### src/rtl/display_arbiter_pkg.sv
// Shared types and helpers for the display arbiter and its round-robin picker.
package display_arbiter_pkg;

    // Arbiter mode: free display (SHOW) or an event source pinned (HOLD).
    typedef enum logic {
        SHOW = 1'b0,
        HOLD = 1'b1
    } state_t;

    // Ceiling log2, usable in parameter and port-width expressions.
    function automatic int clog2(input int value);
        int result;
        int span;
        result = 0;
        span   = 1;
        while (span < value) begin
            span   = span * 2;
            result = result + 1;
        end
        return result;
    endfunction

endpackage

### src/rtl/rr_arbiter.sv
// Combinational round-robin picker: searches from last_grant+1 upward, wrapping.
module rr_arbiter
    import display_arbiter_pkg::*;
#(
    parameter int n_src = 4
) (
    input  logic [n_src-1:0]        req,
    input  logic [clog2(n_src)-1:0] last_grant,
    output logic [n_src-1:0]        grant,
    output logic [clog2(n_src)-1:0] grant_idx,
    output logic                    any
);

    localparam int iw = clog2(n_src);

    logic [iw-1:0] cand;

    // First requester after last_grant wins; last_grant itself is checked last.
    always_comb begin
        // NOTE: every output gets a default before any branch so no latch is inferred.
        grant     = '0;
        grant_idx = '0;
        any       = 1'b0;
        cand      = '0;
        for (int k = 1; k <= n_src; k++) begin
            // n_src is a power of two, so the index wraps by truncation.
            cand = last_grant + iw'(k);
            if (!any && req[cand]) begin
                any       = 1'b1;
                grant_idx = cand;
            end
        end
        grant[grant_idx] = any;
    end

endmodule

### src/rtl/display_arbiter.sv
// Time-shares the seven-segment display between n_src value sources:
// auto-rotation or manual select by default, round-robin pinned events on req.
module display_arbiter
    import display_arbiter_pkg::*;
#(
    parameter int n_src       = 4,
    parameter int w           = 32,
    parameter int dwell_width = 8,
    parameter int hold_ticks  = 16
) (
    input  logic                    clk,
    input  logic                    reset,
    input  logic                    en,
    input  logic                    auto,
    input  logic [clog2(n_src)-1:0] sel,
    input  logic [n_src-1:0]        req,
    input  logic [n_src*w-1:0]      data,
    output logic [n_src-1:0]        ack,
    output logic [w-1:0]            num,
    output logic [clog2(n_src)-1:0] src,
    output logic                    busy
);

    localparam int iw = clog2(n_src);
    // Wide enough to hold hold_ticks-1 even when hold_ticks is 1.
    localparam int hw = clog2(hold_ticks + 1);
    localparam logic [hw-1:0] hold_init = hw'(hold_ticks - 1);

    state_t                 state, state_nxt;
    logic [iw-1:0]          cur, cur_nxt;
    logic [iw-1:0]          last_grant, last_grant_nxt;
    logic [iw-1:0]          hold_src, hold_src_nxt;
    logic [dwell_width-1:0] dwell_cnt, dwell_nxt;
    logic [hw-1:0]          hold_cnt, hold_nxt;
    logic [n_src-1:0]       ack_nxt;
    logic [iw-1:0]          disp_idx;

    logic [n_src-1:0]       grant;
    logic [iw-1:0]          grant_idx;
    logic                   grant_any;

    logic [w-1:0]           slice [n_src];

    for (genvar i = 0; i < n_src; i++) begin : g_slice
        assign slice[i] = data[i*w +: w];
    end

    rr_arbiter #(
        .n_src (n_src)
    ) u_rr (
        .req        (req),
        .last_grant (last_grant),
        .grant      (grant),
        .grant_idx  (grant_idx),
        .any        (grant_any)
    );

    assign busy = (state == HOLD);

    // Next-state logic: rotation/manual tracking in SHOW, tick countdown in HOLD.
    always_comb begin
        state_nxt      = state;
        cur_nxt        = cur;
        last_grant_nxt = last_grant;
        hold_src_nxt   = hold_src;
        dwell_nxt      = dwell_cnt;
        hold_nxt       = hold_cnt;
        ack_nxt        = '0;
        disp_idx       = auto ? cur : sel;
        case (state)
            SHOW: begin
                if (!auto) begin
                    cur_nxt = sel;
                end
                // A pending request wins over a dwell tick in the same cycle.
                if (grant_any) begin
                    ack_nxt        = grant;
                    last_grant_nxt = grant_idx;
                    hold_src_nxt   = grant_idx;
                    hold_nxt       = hold_init;
                    state_nxt      = HOLD;
                end else if (auto && en) begin
                    dwell_nxt = dwell_cnt + dwell_width'(1);
                    if (&dwell_cnt) begin
                        cur_nxt = cur + iw'(1);
                    end
                end
            end
            HOLD: begin
                disp_idx = hold_src;
                if (en) begin
                    if (hold_cnt == '0) begin
                        state_nxt = SHOW;
                        dwell_nxt = '0;
                    end else begin
                        hold_nxt = hold_cnt - hw'(1);
                    end
                end
            end
            default: begin
                state_nxt = SHOW;
            end
        endcase
    end

    // State and output registers; num/src follow the displayed index one cycle later.
    always_ff @(posedge clk or negedge reset) begin
        if (!reset) begin
            state      <= SHOW;
            cur        <= '0;
            last_grant <= iw'(n_src - 1);
            hold_src   <= '0;
            dwell_cnt  <= '0;
            hold_cnt   <= '0;
            ack        <= '0;
            num        <= '0;
            src        <= '0;
        end else begin
            // NOTE: non-blocking assignments so every register samples pre-edge values.
            state      <= state_nxt;
            cur        <= cur_nxt;
            last_grant <= last_grant_nxt;
            hold_src   <= hold_src_nxt;
            dwell_cnt  <= dwell_nxt;
            hold_cnt   <= hold_nxt;
            ack        <= ack_nxt;
            num        <= slice[disp_idx];
            src        <= disp_idx;
        end
    end

endmodule
### config.mk
export PLATFORM = sky130hd
export DESIGN_NAME = display_arbiter
export DESIGN_NICKNAME = d
export VERILOG_FILES = /design/src/rtl/display_arbiter_pkg.sv /design/src/rtl/rr_arbiter.sv /design/src/rtl/display_arbiter.sv
export SDC_FILE = /design/constraint.sdc
export NUM_CORES = 1
export LEC_CHECK = 0
export ABC_CLOCK_PERIOD_IN_PS = 5100
export BUFFER_PORTS_ARGS = -buffer_cell sky130_fd_sc_hd__buf_4
export CORE_ASPECT_RATIO = 1.75
export CORE_MARGIN = 3
export CORE_UTILIZATION = 47
export DETAILED_ROUTE_END_ITERATION = 6
export MAX_ROUTING_LAYER = met4
export PLACE_DENSITY_LB_ADDON = 0.1
export SETUP_SLACK_MARGIN = 0.1
export SYNTH_ARGS = -nofsm -noshare
export SYNTH_HDL_FRONTEND = slang
export SYNTH_SLANG_ARGS = --single-unit
### constraint.sdc
create_clock -name clk -period 5.1 [get_ports clk]
set_clock_uncertainty 0.05 [all_clocks]
set_input_delay 0 -clock clk [delete_from_list [all_inputs] [get_ports clk]]
set_output_delay 0 -clock clk [all_outputs]
set_load 0.02 [all_outputs]
==> run summary, run 1 <==
outcome -> complete, no violations
Max Slew Vio Count -> 0
Netlist cell types -> 38
Finished Layout Cells -> 667
final worst-path cycle share -> 66.9%
Critical Path AT -> 3590 ps
final WL -> 12400 um
WL per Instance -> 18.7 um
synth warn -> 0
Crit Path Category -> reg -> reg
unrepaired setup endpoints after global routing -> no
Clock Sinks -> 58
fmax -> 0.293 GHz
number of setup buffers added after CTS -> 0
Pwr Total -> 0.00311 W
core area -> 0.00602 mm^2
Pre-antenna DRT Iters -> 5
Top-Level Pins -> 177
clk slew on worst S/H paths -> 60 ps
DP Area -> 0.00436 mm^2
Multi-input gate area -> 0.00145 mm^2
flop and latch count out of synthesis -> 58
largest net degree at the start of global routing -> 66
Worst Hold Class -> in -> reg
hold-fix buffers at CTS -> 67
Max Buffers Root-to-Sink -> 2
endpoints failing hold -> 0
vias -> 3824
DIE HEIGHT -> 112 um
diode count -> 0
Initial Utilization -> 49.8%
Syn Std Cell Area -> 0.00300 mm^2
reg-to-reg slack, setup -> 1690 ps
post-placement cell count -> 584
CTS tree -> built
crit path time final -> 3410 ps
Layout fillers -> 293
TritonCTS buffer count -> 9
DP HPWL -> 7240 um
VDD IR-drop max -> 0.428 mV
Seq/Total Area, Yosys -> 48.5%
Final Instance Area -> 0.00523 mm^2
FP Rows -> 37
Worst Setup Slack, final -> 1690 ps
Critical Path RT -> 5270 ps
Root Driver -> clkbuf_8
global route overflow -> 0
Final Wtd Congestion -> 0.807
die area -> 0.00741 mm^2
area grow syn2layout -> 74.4%
Total Nets Final -> 724
DP Worst Slack -> 2480 ps
CTS resizes -> 0
Mapped Nets -> 491
Vias/cell -> 5.73
Sequential Area -> 0.00145 mm^2
Least-Margin Pin Slew -> 1050 ps
number of remaining DRC errors -> 0
Cells after Synth -> 351
global-route usage over all layers -> 35.9%
Slew headroom -> 29.6%
H-tree levels -> 3
Pwr Density -> 595 mW/mm^2
antenna-violating nets left -> 0
final setup fails -> 0
Port-buffer cells -> 176
first-pass GRT wire length -> 19600 um
vias in the first global route -> 4044
crit path launch type -> flop
Die W -> 66.4 um
Iter 0 DRT Violations -> 283
Crit Path Max Fanout -> 65
Worst-Skew Late Latency -> 350 ps
initial antenna violation count -> 0
share of cells above drive strength 1 -> 34.1%
critical path endpoint category -> flop
Syn Area/Cell -> 8.54 um^2
total negative slack -> 0 ps
Leak -> 2.50 nW
Max-cap violations -> 0
==> cells by family (layout without fill, tap and decap cells) <==
logic type | Yosys count | count (layout) | synth area share (%)
AND/OR/NAND/NOR | 161 | 161 | 23.6
AO/OA/AOI/OAI | 97 | 97 | 22.0
adder cells (fa/ha/maj) | 2 | 2 | 0.834
multiplexers | 3 | 3 | 1.08
buffers and inverters | 30 | 268 | 4.01
flip-flops | 58 | 58 | 48.5
==> worst max-delay path, stage by stage (launching register included) <==
cell	delay [ps]
dfrtp_1	670
nand2b_1	180
o21ai_4	80
buf_4	530
inv_2	590
a21oi_1	380
a32oi_1	110
dlygate4sd3_1	630
==> sequential cells by signal (all words and copies together), names as in the netlist, 2 cells and up <==
register,flops
hold_src,2
cur,2
dwell_cnt,8
src,2
hold_cnt,5
num,32
last_grant,2
ack,4
==> stage by stage <==
step | hold WS [ps] | utilization (%)
after floorplan | -346 | -
after global placement | 63.1 | 72.5
after detailed placement | 60.3 | 72.5
after CTS | 11.5 | 86.9
after global routing | 65.4 | 86.9
final | 24.3 | 86.9
==> layout make-up <==
type | count | share of cell area, %
flip-flops and latches | 58 | 27.8
multi-input cells | 263 | 27.7
clock buffers | 14 | 3.11
inverters | 7 | 0.502
well taps | 78 | 1.87
repair buffers | 245 | 38.4
clock inverters | 2 | 0.670
==> where the power goes <==
group / switching (W) / total [W] / internal [W]
registers: 0.000107 / 0.000771 / 0.000664
clock network: 0.000181 / 0.000433 / 0.000252
logic: 0.00102 / 0.00191 / 0.000883
==> cells in the final DEF, fill, tap and decap left out, drive strengths merged, types with 2 or more instances in the layout <==
cell,count
a21o,3
a21oi,37
a31oi,3
a32oi,32
and2,3
and3,3
buf,178
clkbuf,14
dfrtp,56
dfstp,2
dlygate4sd3,67
ha,2
inv,7
mux2,2
nand2,112
nand2b,3
nand3,6
nand4,2
nand4b,2
nor2,15
nor2b,2
nor3,3
nor4,3
o211ai,4
o21ai,8
o22ai,2
o311ai,3
or4,5
==> metal layers <==
metal / GRT usage, % / vias up / part of all wire (%)
met5: - / - / 0
met4: 17.9 / 0 / 4.9
met3: 7.87 / 56 / 7.4
met2: 60.7 / 224 / 53
met1: 38.2 / 1818 / 35
li1: - / 1726 / -
==> final timing paths <==
path                                           startpoint                         to  cells past startpoint
worst max-delay path                       busy$_DFF_PN0_          num[20]$_DFF_PN0_                      7
worst min-delay path                               sel[1]         cur[1]$_DFFE_PN0N_                      4
worst max register to register             busy$_DFF_PN0_          num[20]$_DFF_PN0_                      7
worst min register to register  last_grant[0]$_DFFE_PN1P_  last_grant[0]$_DFFE_PN1P_                      2
max in group asynchronous                           reset             busy$_DFF_PN0_                      2
min in group asynchronous                           reset           ack[2]$_DFF_PN0_                      2
==> Yosys cell counts <==
master	number	share of area [%]
o311a_1	1	0.33
a21oi_1	37	6.2
a32oi_1	32	9.3
nand4b_1	2	0.58
o21a_1	1	0.25
o22ai_1	2	0.42
nor2b_1	2	0.42
inv_1	7	0.88
nand2b_1	3	0.63
dfstp_2	2	1.8
or4_4	1	0.38
o22a_1	1	0.29
buf_6	1	0.38
mux2i_1	1	0.33
nor3_1	3	0.50
dfrtp_1	56	47
nand2_1	112	14
o211ai_1	4	1.0
o41a_1	1	0.38
nor4_1	3	0.63
o311ai_0	3	0.88
nor2_1	15	1.9
mux2_2	2	0.75
o21ai_1	1	0.17
or4_1	4	1.0
a31oi_1	3	0.63
nand3_1	6	1.0
a211oi_1	1	0.25
and2_1	3	0.63
o21ai_0	7	1.2
nand4_1	2	0.42
or3_4	1	0.38
clkbuf_1	17	2.1
nor4b_2	1	0.50
buf_1	5	0.63
and3_1	3	0.63
ha_1	2	0.83
a21o_1	3	0.75
(Power assumes the default switching activity.)
==> run 2, diff against run 1 <==
--- a/config.mk
+++ b/config.mk
@@ -5,11 +5,11 @@
 export SDC_FILE = /design/constraint.sdc
 export NUM_CORES = 1
 export LEC_CHECK = 0
-export ABC_CLOCK_PERIOD_IN_PS = 5100
+export ABC_CLOCK_PERIOD_IN_PS = 3400
 export BUFFER_PORTS_ARGS = -buffer_cell sky130_fd_sc_hd__buf_4
 export CORE_ASPECT_RATIO = 1.75
 export CORE_MARGIN = 3
-export CORE_UTILIZATION = 47
+export CORE_UTILIZATION = 44
 export DETAILED_ROUTE_END_ITERATION = 6
 export MAX_ROUTING_LAYER = met4
 export PLACE_DENSITY_LB_ADDON = 0.1
==> constraint.sdc (replaced) <==
create_clock -name clk -period 3.4 [get_ports clk]
set_clock_uncertainty 0.05 [all_clocks]
set_input_delay 0 -clock clk [delete_from_list [all_inputs] [get_ports clk]]
set_output_delay 0 -clock clk [all_outputs]
set_load 0.02 [all_outputs]
==> run 2 against run 1 <==
  * Sequential power grew 48%
  * Sequential share of layout area shrank 0.81 points
  * Power grew 62%
  * Count of clock-buffer cells in the layout shrank 3
  * First-iteration DRC count shrank 33%
  * Hold slack lost 17 ps
  * Setup slack lost 1100 ps
  * Critical path depth shrank 1
  * Final cell count grew 0.60%
  * Register-to-register slack lost 1100 ps
  * Flip-flop and latch count is the same
  * Via count shrank 3.5%
==> run summary, run 2 (synthesis gave the netlist of run 1 again) <==
max FFs per register -> 32 (unchanged)
vias in the first global route -> 3728 (was 4044)
FP Rows -> 39 (was 37)
vias -> 3689 (was 3824)
first-pass GRT wire length -> 17100 um (was 19600 um)
Pre-antenna DRT Iters -> 5 (unchanged)
global route overflow -> 0 (unchanged)
largest net degree at the start of global routing -> 66 (unchanged)
Critical Path RT -> 3610 ps (was 5270 ps)
global-route usage over all layers -> 30.2% (was 35.9%)
Worst-Skew Late Latency -> 330 ps (was 350 ps)
Vias/cell -> 5.50 (was 5.73)
Metal-1 WL -> 3980 um (was 4370 um)
die area -> 0.00788 mm^2 (was 0.00741 mm^2)
crit path time final -> 2810 ps (was 3410 ps)
R2R cell count -> 6 (was 7)
H-tree levels -> 3 (unchanged)
Root Driver -> clkbuf_16 (was clkbuf_8)
Pwr Density -> 934 mW/mm^2 (was 595 mW/mm^2)
Least-Margin Pin Slew -> 1040 ps (was 1050 ps)
TritonCTS buffer count -> 9 (unchanged)
final worst-path cycle share -> 82.6% (was 66.9%)
Crit Path Category -> reg -> reg (unchanged)
Slew headroom -> 30.5% (was 29.6%)
Clock Sinks -> 58 (unchanged)
initial antenna violation count -> 0 (unchanged)
VDD IR-drop max -> 0.618 mV (was 0.428 mV)
antenna-violating nets left -> 0 (unchanged)
Port-buffer cells -> 176 (unchanged)
Critical Path AT -> 3010 ps (was 3590 ps)
Crit Path Max Fanout -> 65 (unchanged)
most common cell after layout, fill and taps aside -> buf_4 (unchanged)
clk slew on worst S/H paths -> 50 ps (was 60 ps)
Initial Utilization -> 45.5% (was 49.8%)
Worst Hold Class -> in -> reg (unchanged)
CTS tree -> built (unchanged)
DIE HEIGHT -> 115 um (was 112 um)
number of remaining DRC errors -> 0 (unchanged)
highest-count cells in the layout ignoring fill and taps -> buf_4, nand2_1, dlygate4sd3_1 (unchanged)
share of cells above drive strength 1 -> 34.8% (was 34.1%)
critical path endpoint category -> flop (unchanged)
Top-Level Pins -> 177 (unchanged)
Hold EP -> cur[0]$_DFFE_PN0N_ (was cur[1]$_DFFE_PN0N_)
WHS Path Cells -> 4 (unchanged)
biggest regs -> num (32), dwell_cnt (8), hold_cnt (5) (unchanged)
Pwr Total -> 0.00503 W (was 0.00311 W)
area grow syn2layout -> 79.7% (was 74.4%)
Most flops, register -> num (unchanged)
total negative slack -> 0 ps (unchanged)
outcome -> complete, no violations (unchanged)
WHS -> 7.77 ps (was 24.3 ps)
Worst Setup SP -> busy$_DFF_PN0_ (unchanged)
Final Wtd Congestion -> 0.821 (was 0.807)
Leak -> 2.57 nW (was 2.50 nW)
core area -> 0.00659 mm^2 (was 0.00602 mm^2)
Reg-to-Reg Start -> busy$_DFF_PN0_ (unchanged)
WL per Instance -> 16.9 um (was 18.7 um)
Worst path slowest cell -> inv_2 (was dfrtp_1)
unrepaired setup endpoints after global routing -> no (unchanged)
metal3 WL -> 735 um (was 925 um)
final setup fails -> 0 (unchanged)
final WL -> 11400 um (was 12400 um)
endpoints failing hold -> 0 (unchanged)
Total Nets Final -> 724 (unchanged)
Hold Path Origin -> sel[0] (was sel[1])
DP HPWL -> 7120 um (was 7240 um)
Iter 0 DRT Violations -> 189 (was 283)
crit path launch type -> flop (unchanged)
Worst path max stage delay -> 760 ps (was 670 ps)
Max Slew Vio Count -> 0 (unchanged)
Max-cap violations -> 0 (unchanged)
Highest Signal Layer -> met4 (unchanged)
reg-to-reg slack, setup -> 590 ps (was 1690 ps)
diode count -> 0 (unchanged)
Critical R2R Capture -> num[7]$_DFF_PN0_ (was num[20]$_DFF_PN0_)
critical path, cell by cell -> nand2b_1 -> o21ai_4 -> inv_2 -> a21oi_1 -> a32oi_1 -> dlygate4sd3_1 (was nand2b_1 -> o21ai_4 -> buf_4 -> inv_2 -> a21oi_1 -> a32oi_1 -> dlygate4sd3_1)
fmax -> 0.356 GHz (was 0.293 GHz)
Die W -> 68.4 um (was 66.4 um)
met2 WL post-DR -> 6030 um (was 6540 um)
Max Buffers Root-to-Sink -> 2 (unchanged)
## run 2: cell count changes in the layout (fill, tap and decap cells not counted), moves of 2 or more
cell / change
clkbuf_16: +9
clkbuf_1: -3
bufinv_16: +2
clkbuf_8: -9
## run 2: metrics by stage
step	std cells	utilization [%]	area [um^2]	setup slack (ps)
final	671	81.8	5390	593
after global routing	671	81.8	5390	401
after CTS	671	81.8	5390	715
after detailed placement	589	66.4	4380	1220
after global placement	589	66.4	4380	1330
after floorplan	351	-	3000	1640
## run 2: worst max-delay path by stage
stage	end	cells past startpoint
2_1_floorplan	num[10]$_DFF_PN0_	6
3_3_place_gp	num[18]$_DFF_PN0_	5
3_5_place_dp	num[9]$_DFF_PN0_	5
4_1_cts	num[9]$_DFF_PN0_	6
5_1_grt	num[27]$_DFF_PN0_	6
6_report	num[7]$_DFF_PN0_	6
## run 2: area by class of cell
class	count	area, um^2
Clock inverter	5	100
Clock buffer	11	253
Inverter	7	26.3
Multi-Input combinational cell	263	1450
Sequential cell	58	1450
Tap cell	82	103
Timing Repair Buffer	245	2000
Fill cell	429	1200
## run 2: what timing repair did
item                                   4_1_cts  5_1_grt
endpoints found under the hold margin       89        0
gates resized for setup                      0        0
hold buffers                                66        0
buffers inserted                             0        0
## run 2: routing by layer
| layer | vias to the layer above | track usage, % |
|---|---|---|
| met1 | 1719 | 31.1 |
| met4 | 0 | 19.1 |
| met2 | 192 | 49.6 |
| met5 | - | - |
| met3 | 51 | 6.94 |
| li1 | 1727 | - |
## run 2: power by group
group / internal [W] / switching (W) / leakage [nW] / total [W]
combinational: 0.00133 / 0.00150 / 1.70 / 0.00283
sequential: 0.000997 / 0.000143 / 0.692 / 0.00114
clock: 0.000752 / 0.000312 / 0.176 / 0.00106
total: 0.00308 / 0.00195 / 2.57 / 0.00503
## run 2: critical path, delay by kind of cell (launching register included)
kind / cells / cell delay (ps)
AND/OR/NAND/NOR: 1 / 220
buffers and inverters: 2 / 1360
flip-flops: 1 / 560
AO/OA/AOI/OAI: 3 / 530
==> run 3, diff against run 2 <==
--- a/config.mk
+++ b/config.mk
@@ -5,11 +5,11 @@
 export SDC_FILE = /design/constraint.sdc
 export NUM_CORES = 1
 export LEC_CHECK = 0
-export ABC_CLOCK_PERIOD_IN_PS = 3400
+export ABC_CLOCK_PERIOD_IN_PS = 2370
 export BUFFER_PORTS_ARGS = -buffer_cell sky130_fd_sc_hd__buf_4
 export CORE_ASPECT_RATIO = 1.75
 export CORE_MARGIN = 3
-export CORE_UTILIZATION = 44
+export CORE_UTILIZATION = 40
 export DETAILED_ROUTE_END_ITERATION = 6
 export MAX_ROUTING_LAYER = met4
 export PLACE_DENSITY_LB_ADDON = 0.1
==> constraint.sdc (replaced) <==
create_clock -name clk -period 2.37 [get_ports clk]
set_clock_uncertainty 0.05 [all_clocks]
set_input_delay 0 -clock clk [delete_from_list [all_inputs] [get_ports clk]]
set_output_delay 0 -clock clk [all_outputs]
set_load 0.02 [all_outputs]
==> run 3 against run 2 <==
  * The run now fails in clock tree synthesis
  * Synthesized cell count unchanged
  * Area after synthesis stayed put
==> run summary, run 3 <==
TritonCTS buffer count -> 9 (unchanged)
DIE HEIGHT -> 121 um (was 115 um)
stopping stage -> clock tree synthesis
outcome -> aborted with a tool error (was complete, no violations)
Primary FF master, synth -> dfrtp_1 (unchanged)
Clock Sinks -> 58 (unchanged)
Log Error -> [ERROR RSZ-0060] Max buffer count reached.
number of synthesized flops with an enable pin -> 0 (unchanged)
post-placement cell count -> 593 (was 589)
Netlist cell types -> 38 (unchanged)
Cells after Synth -> 351 (unchanged)
Mapped Nets -> 491 (unchanged)
Die W -> 71.5 um (was 68.4 um)
most frequent cell after synthesis -> nand2_1 (unchanged)
Final Wtd Congestion -> 0.814 (was 0.821)
CTS resizes -> 0 (unchanged)
top cells by area, synth -> dfrtp_1, nand2_1, a32oi_1 (unchanged)
Seq/Total Area, Yosys -> 48.5% (unchanged)
Max Buffers Root-to-Sink -> 2 (unchanged)
Initial Utilization -> 41.5% (was 45.5%)
ys async rst share -> 100% (unchanged)
post-synth top area share -> 46.7% (unchanged)
DP Area -> 0.00442 mm^2 (was 0.00438 mm^2)
Syn Area/Cell -> 8.54 um^2 (unchanged)
commonest cells in the netlist -> nand2_1, dfrtp_1, a21oi_1 (unchanged)
DP HPWL -> 7260 um (was 7120 um)
Port-buffer cells -> 176 (unchanged)
number of setup buffers added after CTS -> 0 (unchanged)
dominant cell type by area after synthesis -> dfrtp_1 (unchanged)
Top-Level Pins -> 177 (unchanged)
FP Rows -> 41 (was 39)
H-tree levels -> 3 (unchanged)
flop and latch count out of synthesis -> 58 (unchanged)
hold-fix buffers at CTS -> 123 (was 66)
Root Driver -> clkbuf_16 (unchanged)
Syn Std Cell Area -> 0.00300 mm^2 (unchanged)
synth warn -> 0 (unchanged)
## run 3: metrics by stage
| step | util [%] | hold WS [ps] | worst slack [ps] |
|---|---|---|---|
| floorplan | - | -346 | 610 |
| global placement | 61.1 | 67.7 | 498 |
| detailed placement | 61.1 | 64.1 | 456 |
## run 3: logic make-up after synthesis
kind of cell | count (synthesis) | share of synthesized area, %
adder cells (fa/ha/maj) | 2 | 0.834
multiplexers | 3 | 1.08
buffers and inverters | 30 | 4.01
AND/OR/NAND/NOR | 161 | 23.6
AO/OA/AOI/OAI | 97 | 22.0
flip-flops | 58 | 48.5
==> run 4, diff against run 3 <==
==> config.mk (replaced) <==
export PLATFORM = sky130hd
export DESIGN_NAME = display_arbiter
export DESIGN_NICKNAME = d
export VERILOG_FILES = /design/src/rtl/display_arbiter_pkg.sv /design/src/rtl/rr_arbiter.sv /design/src/rtl/display_arbiter.sv
export SDC_FILE = /design/constraint.sdc
export NUM_CORES = 1
export LEC_CHECK = 0
export ABC_CLOCK_PERIOD_IN_PS = 3080
export BUFFER_PORTS_ARGS = -buffer_cell sky130_fd_sc_hd__buf_4
export CORE_MARGIN = 3
export CORE_UTILIZATION = 40
export DETAILED_ROUTE_END_ITERATION = 6
export PLACE_DENSITY_LB_ADDON = 0.15
export SYNTH_ARGS = -nofsm -noshare
export SYNTH_HDL_FRONTEND = slang
export SYNTH_SLANG_ARGS = --single-unit
==> constraint.sdc (replaced) <==
create_clock -name clk -period 3.08 [get_ports clk]
set_clock_uncertainty 0.05 [all_clocks]
set_input_delay 0 -clock clk [delete_from_list [all_inputs] [get_ports clk]]
set_output_delay 0 -clock clk [all_outputs]
set_load 0.02 [all_outputs]
==> run 4 against run 3 <==
  * The run now ends clean
==> run summary, run 4 (synthesis gave the netlist of run 1 again) <==
antenna-violating nets left -> 0
WHS -> 13.1 ps
Vias/cell -> 5.40
TritonCTS buffer count -> 9 (unchanged)
CTS resizes -> 0 (unchanged)
clk slew on worst S/H paths -> 60 ps
Most flops, register -> num
biggest regs -> num (32), dwell_cnt (8), hold_cnt (5)
crit path time final -> 2780 ps
largest net degree at the start of global routing -> 59
most common cell after layout, fill and taps aside -> buf_4
Top-Level Pins -> 177 (unchanged)
Hold Path Origin -> sel[0]
Pre-antenna DRT Iters -> 5
final setup fails -> 0
WHS Path Cells -> 4
share of cells above drive strength 1 -> 34.7%
H-tree levels -> 3 (unchanged)
vias -> 3717
Total Nets Final -> 726
Final Wtd Congestion -> 0.887 (was 0.814)
DIE HEIGHT -> 92.6 um (was 121 um)
CTS tree -> built
Crit Path Max Fanout -> 44
final worst-path cycle share -> 90.2%
Critical Path AT -> 3000 ps
vias in the first global route -> 3789
R2R cell count -> 6
Max Buffers Root-to-Sink -> 2 (unchanged)
final WL -> 11100 um
Max Slew Vio Count -> 0
DP Worst Slack -> 915 ps (was 456 ps)
Critical R2R Capture -> num[23]$_DFF_PN0_
DP HPWL -> 7360 um (was 7260 um)
endpoints failing hold -> 0
Port-buffer cells -> 176 (unchanged)
outcome -> complete, no violations (was aborted with a tool error)
area grow syn2layout -> 75.2%
global-route usage over all layers -> 25.8%
Leak -> 2.50 nW
Worst-Skew Late Latency -> 330 ps
FP Rows -> 30 (was 41)
core area -> 0.00702 mm^2
Layout fillers -> 509
max FFs per register -> 32
Max-cap violations -> 0
Die W -> 92.6 um (was 71.5 um)
Worst Hold Class -> in -> reg
Pwr Density -> 952 mW/mm^2
Iter 0 DRT Violations -> 157
crit path launch type -> flop
critical path endpoint category -> flop
Least-Margin Pin Slew -> 762 ps
number of remaining DRC errors -> 0
VDD IR-drop max -> 0.589 mV
unrepaired setup endpoints after global routing -> no
initial antenna violation count -> 0
Multi-input gate area -> 0.00145 mm^2
die area -> 0.00857 mm^2
Slew headroom -> 49.2%
total negative slack -> 0 ps
global route overflow -> 0
Hold EP -> cur[0]$_DFFE_PN0N_
Clock Sinks -> 58 (unchanged)
highest-count cells in the layout ignoring fill and taps -> buf_4, nand2_1, dlygate4sd3_1
first-pass GRT wire length -> 17400 um
Sequential Area -> 0.00145 mm^2
Initial Utilization -> 42.7% (was 41.5%)
Worst Setup Slack, final -> 301 ps
Reg-to-Reg Start -> cur[0]$_DFFE_PN0N_
fmax -> 0.360 GHz
Root Driver -> clkbuf_8 (was clkbuf_16)
reg-to-reg slack, setup -> 300 ps
WL per Instance -> 16.1 um
Critical Path RT -> 3300 ps
Crit Path Category -> reg -> reg
[run 4: layer usage]
layer,track usage (%),up-vias,wire length [um]
li1,-,1728,-
met1,27.0,1760,3900
met2,45.9,179,5920
met3,9.02,50,791
met4,12.5,0,496
met5,0,-,0
[run 4: how the worst max path moves through the flow]
stage	from	depth (start not counted)	endpoint
final	cur[0]$_DFFE_PN0N_	6	num[23]$_DFF_PN0_
after global routing	busy$_DFF_PN0_	5	num[23]$_DFF_PN0_
after CTS	cur[0]$_DFFE_PN0N_	7	num[21]$_DFF_PN0_
after detailed placement	cur[0]$_DFFE_PN0N_	6	num[21]$_DFF_PN0_
after global placement	cur[0]$_DFFE_PN0N_	5	num[29]$_DFF_PN0_
after floorplan	cur[0]$_DFFE_PN0N_	6	num[10]$_DFF_PN0_
[run 4: where the power goes]
group,internal (W),switching (W),leakage (nW),total [W]
sequential,0.00110,0.000157,0.692,0.00126
clock,0.000356,0.000303,0.0965,0.000659
combinational,0.00149,0.00160,1.71,0.00309
total,0.00294,0.00206,2.50,0.00500
[run 4: critical path, cell delays in order, from the launching register on]
cell and delay, ps:
dfrtp_1 400, mux2_2 290, o21ai_4 470, buf_4 500, nand2_1 140, a32oi_1 260, dlygate4sd3_1 570
[run 4: area by class of cell]
class	instances	share of cell area, %
Sequential cell	58	27.7
Tap cell	96	2.29
Multi-Input combinational cell	263	27.6
Clock inverter	2	0.191
Timing Repair Buffer	247	38.4
Antenna cell	1	0.0476
Clock buffer	14	3.29
Inverter	7	0.500
[run 4: timing repair]
action                    4_1_cts  5_1_grt
hold buffers                   66        0
setup buffers                   0        0
hold endpoints to repair       89        0
[run 4: through the flow]
step | area [um^2] | utilization [%] | power [W] | instances
5_1_grt | 5250 | 74.8 | 0.00534 | 687
3_5_place_dp | 4410 | 62.8 | 0.00368 | 605
6_report | 5250 | 74.8 | 0.00500 | 688
2_1_floorplan | 3000 | - | 0.00278 | 351
4_1_cts | 5250 | 74.8 | 0.00494 | 687
3_3_place_gp | 4410 | 62.8 | 0.00362 | 605
